`src/rtl/pe_requant.sv`:
```
// Requantizer: int32 accumulator + bias -> scaled, rounded, zero-pointed, saturated uint8.
// Latency: 3 cycles from acceptance to out_valid. Throughput is 1 element per cycle.
// Backpressure: combinational ready chain from out_ready, with no bubble. A stalled output holds stable.
//
// Ports:
//   clk, rst_n                        clock, async active-low reset
//   in_valid/in_ready                 input handshake
//   in_acc, in_bias, in_last          element payload
//   out_valid/out_ready               output handshake
//   out_data, out_last                uint8 activation and tile-end marker
//   cfg_we, cfg_mult, cfg_shift, cfg_zp   static config, honoured only while idle
//   busy                              pipeline holds data or is accepting an element
//   out_count                         transfers since reset or the last applied cfg write
module pe_requant #(
    parameter int ACC_W  = 32,
    parameter int MULT_W = 16,
    parameter int CNT_W  = 16
) (
    input  logic              clk,
    input  logic              rst_n,
    input  logic              in_valid,
    output logic              in_ready,
    input  logic [ACC_W-1:0]  in_acc,
    input  logic [ACC_W-1:0]  in_bias,
    input  logic              in_last,
    output logic              out_valid,
    input  logic              out_ready,
    output logic [7:0]        out_data,
    output logic              out_last,
    input  logic              cfg_we,
    input  logic [MULT_W-1:0] cfg_mult,
    input  logic [4:0]        cfg_shift,
    input  logic [7:0]        cfg_zp,
    output logic              busy,
    output logic [CNT_W-1:0]  out_count
);

    localparam int SUM_W  = ACC_W + 1;            // acc + bias never wraps
    localparam int PROD_W = SUM_W + MULT_W + 1;   // signed sum times unsigned mult
    localparam int RND_W  = PROD_W + 2;           // headroom for rounding add and zero point

    // Configuration
    logic [MULT_W-1:0] cfg_mult_q;
    logic [4:0]        cfg_shift_q;
    logic [7:0]        cfg_zp_q;

    // Pipeline state
    logic                     s1_vld, s2_vld, s3_vld;
    logic                     s1_last, s2_last, s3_last;
    logic signed [SUM_W-1:0]  s1_sum;
    logic signed [PROD_W-1:0] s2_prod;
    logic [7:0]               s3_dat;

    logic adv1, adv2, adv3;
    logic in_fire, out_fire, cfg_apply;

    logic signed [SUM_W-1:0]  sum_nxt;
    logic signed [PROD_W-1:0] prod_nxt;
    logic signed [RND_W-1:0]  p_ext, rnd_bias, rounded, v;
    logic [7:0]               sat_nxt;

    // A stage may load when it is empty or when its contents move on this cycle.
    assign adv3      = !s3_vld || out_ready;
    assign adv2      = !s2_vld || adv3;
    assign adv1      = !s1_vld || adv2;
    assign in_ready  = adv1;
    assign in_fire   = in_valid && in_ready;
    assign out_fire  = s3_vld && out_ready;
    assign busy      = s1_vld || s2_vld || s3_vld || in_fire;
    // Config only changes with the pipeline empty, so no element sees a mix.
    assign cfg_apply = cfg_we && !busy;

    assign out_valid = s3_vld;
    assign out_data  = s3_dat;
    assign out_last  = s3_last;

    always_comb begin
        sum_nxt  = $signed({in_acc[ACC_W-1], in_acc}) + $signed({in_bias[ACC_W-1], in_bias});
        prod_nxt = $signed({{(PROD_W-SUM_W){s1_sum[SUM_W-1]}}, s1_sum})
                 * $signed({{(PROD_W-MULT_W){1'b0}}, cfg_mult_q});
    end

    // Rounding: add half an LSB of the result, then arithmetic shift, so ties go to +inf.
    // With shift=0 the half-LSB term is zero and the shift is a no-op.
    always_comb begin
        p_ext    = {{(RND_W-PROD_W){s2_prod[PROD_W-1]}}, s2_prod};
        rnd_bias = (RND_W'(1) << cfg_shift_q) >>> 1;
        rounded  = (p_ext + rnd_bias) >>> cfg_shift_q;
        v        = rounded + $signed({{(RND_W-8){1'b0}}, cfg_zp_q});
        sat_nxt  = v[7:0];
        if (v[RND_W-1]) begin
            sat_nxt = 8'd0;
        end else if (|v[RND_W-2:8]) begin
            sat_nxt = 8'd255;
        end
    end

    always_ff @(posedge clk or negedge rst_n) begin
        if (!rst_n) begin
            cfg_mult_q  <= MULT_W'(1);
            cfg_shift_q <= 5'd0;
            cfg_zp_q    <= 8'd0;
        end else if (cfg_apply) begin
            cfg_mult_q  <= cfg_mult;
            cfg_shift_q <= cfg_shift;
            cfg_zp_q    <= cfg_zp;
        end
    end

    always_ff @(posedge clk or negedge rst_n) begin
        if (!rst_n) begin
            s1_vld  <= 1'b0;
            s1_last <= 1'b0;
            s1_sum  <= '0;
        end else if (adv1) begin
            s1_vld <= in_valid;
            if (in_valid) begin
                s1_sum  <= sum_nxt;
                s1_last <= in_last;
            end
        end
    end

    always_ff @(posedge clk or negedge rst_n) begin
        if (!rst_n) begin
            s2_vld  <= 1'b0;
            s2_last <= 1'b0;
            s2_prod <= '0;
        end else if (adv2) begin
            s2_vld <= s1_vld;
            if (s1_vld) begin
                s2_prod <= prod_nxt;
                s2_last <= s1_last;
            end
        end
    end

    // The output register only reloads when the previous result has gone,
    // which keeps out_data/out_last stable during a stall.
    always_ff @(posedge clk or negedge rst_n) begin
        if (!rst_n) begin
            s3_vld  <= 1'b0;
            s3_last <= 1'b0;
            s3_dat  <= 8'd0;
        end else if (adv3) begin
            s3_vld <= s2_vld;
            if (s2_vld) begin
                s3_dat  <= sat_nxt;
                s3_last <= s2_last;
            end
        end
    end

    always_ff @(posedge clk or negedge rst_n) begin
        if (!rst_n) begin
            out_count <= '0;
        end else if (cfg_apply) begin
            out_count <= '0;
        end else if (out_fire) begin
            out_count <= out_count + CNT_W'(1);
        end
    end

endmodule

```
`config.mk`:
```
export PLATFORM = sky130hd
export DESIGN_NAME = pe_requant
export DESIGN_NICKNAME = d
export VERILOG_FILES = /design/src/rtl/pe_requant.sv
export SDC_FILE = /design/constraint.sdc
export NUM_CORES = 2
export LEC_CHECK = 0
export CAP_MARGIN = 20
export CORE_AREA = 2 2 353 250
export CTS_CLUSTER_SIZE = 40
export DETAILED_ROUTE_END_ITERATION = 12
export DIE_AREA = 0 0 355 252
export PLACE_DENSITY = 0.59
export SETUP_SLACK_MARGIN = 0.02
export SYNTH_ARGS = -nofsm -noshare
export SYNTH_HDL_FRONTEND = slang
export SYNTH_SLANG_ARGS = --single-unit
```
`constraint.sdc`:
```
create_clock -name clk -period 29.9 [get_ports clk]
set_clock_uncertainty 0.15 [all_clocks]
set_input_delay 5.98 -clock clk [delete_from_list [all_inputs] [get_ports clk]]
set_output_delay 5.98 -clock clk [all_outputs]
set_load 0.02 [all_outputs]
```
==> out/qor.csv <==
metric,value,unit
# hold bufs at CTS,0,
Starting Density,39.8,%
post-cts gate resize count,0,
largest net degree at the start of global routing,92,
status,completed,
CTS tree,yes,
wire per inst,19.6,um
clk buf depth,2,
Post-DRT Antenna Nets,0,
maxcap violations,0,
post-synthesis sequential area ratio,10.4,%
Slew Limit Fails,0,
maximum clock rate,0.0739,GHz
CP endpoint kind,output port,
initial antenna violation count,0,
Overflow after GRT,0,
clock-pin slew on the worst setup and hold paths,70,ps
final hold slack,348,ps
number of port buffers,126,
final wirelength,103,mm
period utilization,45.3,%
I/O pins,127,
vias per cell,5.63,
root cell of the clock tree,clkbuf_16,
total track usage,23.9,%
DIE HEIGHT,252,um
worst-skew pair later-pin latency,530,ps
fill count,8627,
post-DP HPWL,82.5,mm
Mapped Nets,4906,
Hold Fails Final Rpt,0,
Synth Area per Inst,8.32,um2
Syn Inst Count,4110,
number of remaining DRC errors,0,
Layout area overhead,8.31,%
Detailed Routing Iterations Pass 1,6,
crit path DAT,7410,ps
RD Place Congestion,0.949,
Netlist cell types,112,
yosys warns,0,
reg2reg start,cfg_shift_q[4],
hold wc startpoint,s2_prod[28],
synthesized cell area,34200,um2
Worst slew margin,33.1,%
endpoints failing setup,0,
Placed Cells incl. Taps,5217,
Yosys top cell area share,29.6,%
Async SR Flop Fraction,100,%
num rows,90,
"EDFF count, synth",0,
CTS Sinks,142,
first-pass GRT wire length,170,mm
non-filler instance count after layout,5249,
largest cells by area after synthesis,"fa_1 30%, dfrtp_1 10%, ha_1 7.0%",
#FFs+latches synth,142,
die area,89500,um2
H-tree depth,4,
vias in the first global route,29800,
Core Area,85800,um2
CP Class,input port to output port,
initial DRC count,2678,
share of layout cells above drive strength 1,5.86,%
minimum clock period after layout,13540,ps
worst endpoint required time,23770,ps
"area leader, netlist",fa_1,
RSZ-0062 raised after global routing,false,
Nets,4882,
die width,355,um
cts bufs inserted,17,
Post-CTS Setup Inserts,0,
hold crit path type,flop to flop,
actual slew at the worst max-slew pin,1000,ps
n_diodes,0,
nature of the critical path startpoint,input port,
crit path max fanout,6,
setup TNS,0,ps
crit path launch,out_ready,
ys flop type,dfrtp_1,
DR vias,29600,
metrics by stage:
step	area (um2)	util, %	worst slack, ps
6_report	37000	43.1	16360
5_1_grt	37000	43.1	16180
4_1_cts	37000	43.1	16350
3_5_place_dp	36400	42.4	16360
3_3_place_gp	36400	42.4	16370
2_1_floorplan	34200	-	17420
cell usage in the layout, fill, tap and decap left out, types with 11 or more instances in the layout:
master / n
mux4_2: 16
or4_1: 19
fa_1: 506
a211oi_1: 41
a21oi_1: 152
o2111ai_1: 11
mux2_2: 56
mux2i_1: 43
nor2_1: 186
or2_2: 16
a21o_1: 48
a221o_1: 15
a311oi_1: 14
o21a_1: 23
o31ai_1: 21
clkbuf_16: 17
xor2_1: 54
nor3_1: 78
nand4_1: 51
o21ai_0: 181
xnor2_1: 65
o221ai_1: 12
and2_1: 231
and4_1: 15
o22ai_1: 13
nand2b_1: 21
and3_1: 38
inv_1: 596
ha_1: 191
nand3_1: 77
o211a_1: 16
buf_4: 49
o211ai_1: 39
dfrtp_1: 135
nand2_1: 576
a31oi_1: 28
clkdlybuf4s50_1: 125
nor2b_1: 19
or3_1: 29
nor4_1: 22
final timing paths:
kind                            cells after the start  slack [ps]              to
worst max-delay path                                4       16360        in_ready
worst min-delay path                                2         350     s2_prod[28]
worst max register to register                     40       18180     out_data[4]
worst min register to register                      2         350     s2_prod[28]
max in group asynchronous                           2       23110   cfg_mult_q[4]
min in group asynchronous                           1        5220  cfg_mult_q[13]
kinds of logic (layout without fill, tap and decap cells):
logic type	count (synthesis)	after routing	share of synthesized area, %
xor+xnor	120	120	3.10
flops	142	142	10.4
simple gates	1427	1427	20.5
mux	116	116	4.20
buf+inv	818	807	9.10
compound gates	790	790	16.1
fa+ha+maj	697	697	36.6
worst max-delay path: stages:
cell and delay (ps):
clkdlybuf4s50_1 550, nor2b_1 80, nand3_1 160, clkdlybuf4s50_1 640
cells in the mapped netlist (all sizes together) (11+ instances only):
master and number:
inv 599, nand2 578, fa 506, and2 237
ha 191, nor2 188, o21ai 187, clkbuf 176
a21oi 158, dfrtp 141, nor3 85, nand3 78
xnor2 66, mux2 56, xor2 54, nand4 52
a21o 48, mux2i 44, buf 42, a211oi 41
o211ai 41, and3 38, a31oi 29, or3 29
nor4 24, o21a 24, o31ai 24, nand2b 21
or2 21, or4 21, nor2b 19, mux4 16
o211a 16, a221o 15, and4 15, a311oi 14
o22ai 13, o221ai 12, a211o 11, a21boi 11
o2111ai 11
sequential cells by signal, indices dropped and copies added (netlist names):
register / cells
cfg_zp_q: 8
s1_vld: 1
s1_sum: 33
s2_vld: 1
s2_prod: 50
s1_last: 1
out_count: 16
out_data: 8
out_valid: 1
cfg_mult_q: 16
cfg_shift_q: 5
s2_last: 1
out_last: 1
layer usage:
layer / global-route usage, % / vias up / part of all wire, %
met5: 0 / - / 0
met4: 4.23 / 0 / 1.1
met3: 4.76 / 78 / 8.2
met2: 35.5 / 984 / 42
met1: 36.1 / 14800 / 48
li1: - / 13700 / -
cell type report:
cell class | instances | area [um2] | share of cell area, %
multi-input combinational | 3150 | 27500 | 74.3
sequential | 142 | 3560 | 9.62
inverter | 600 | 2250 | 6.08
timing repair buffer | 175 | 1630 | 4.40
tap | 1150 | 1440 | 3.89
clock buffer | 17 | 425 | 1.15
clock inverter | 15 | 190 | 0.514
Power is not shown: default switching activity piles up to over one toggle a cycle in this logic, so the estimate is an artifact.
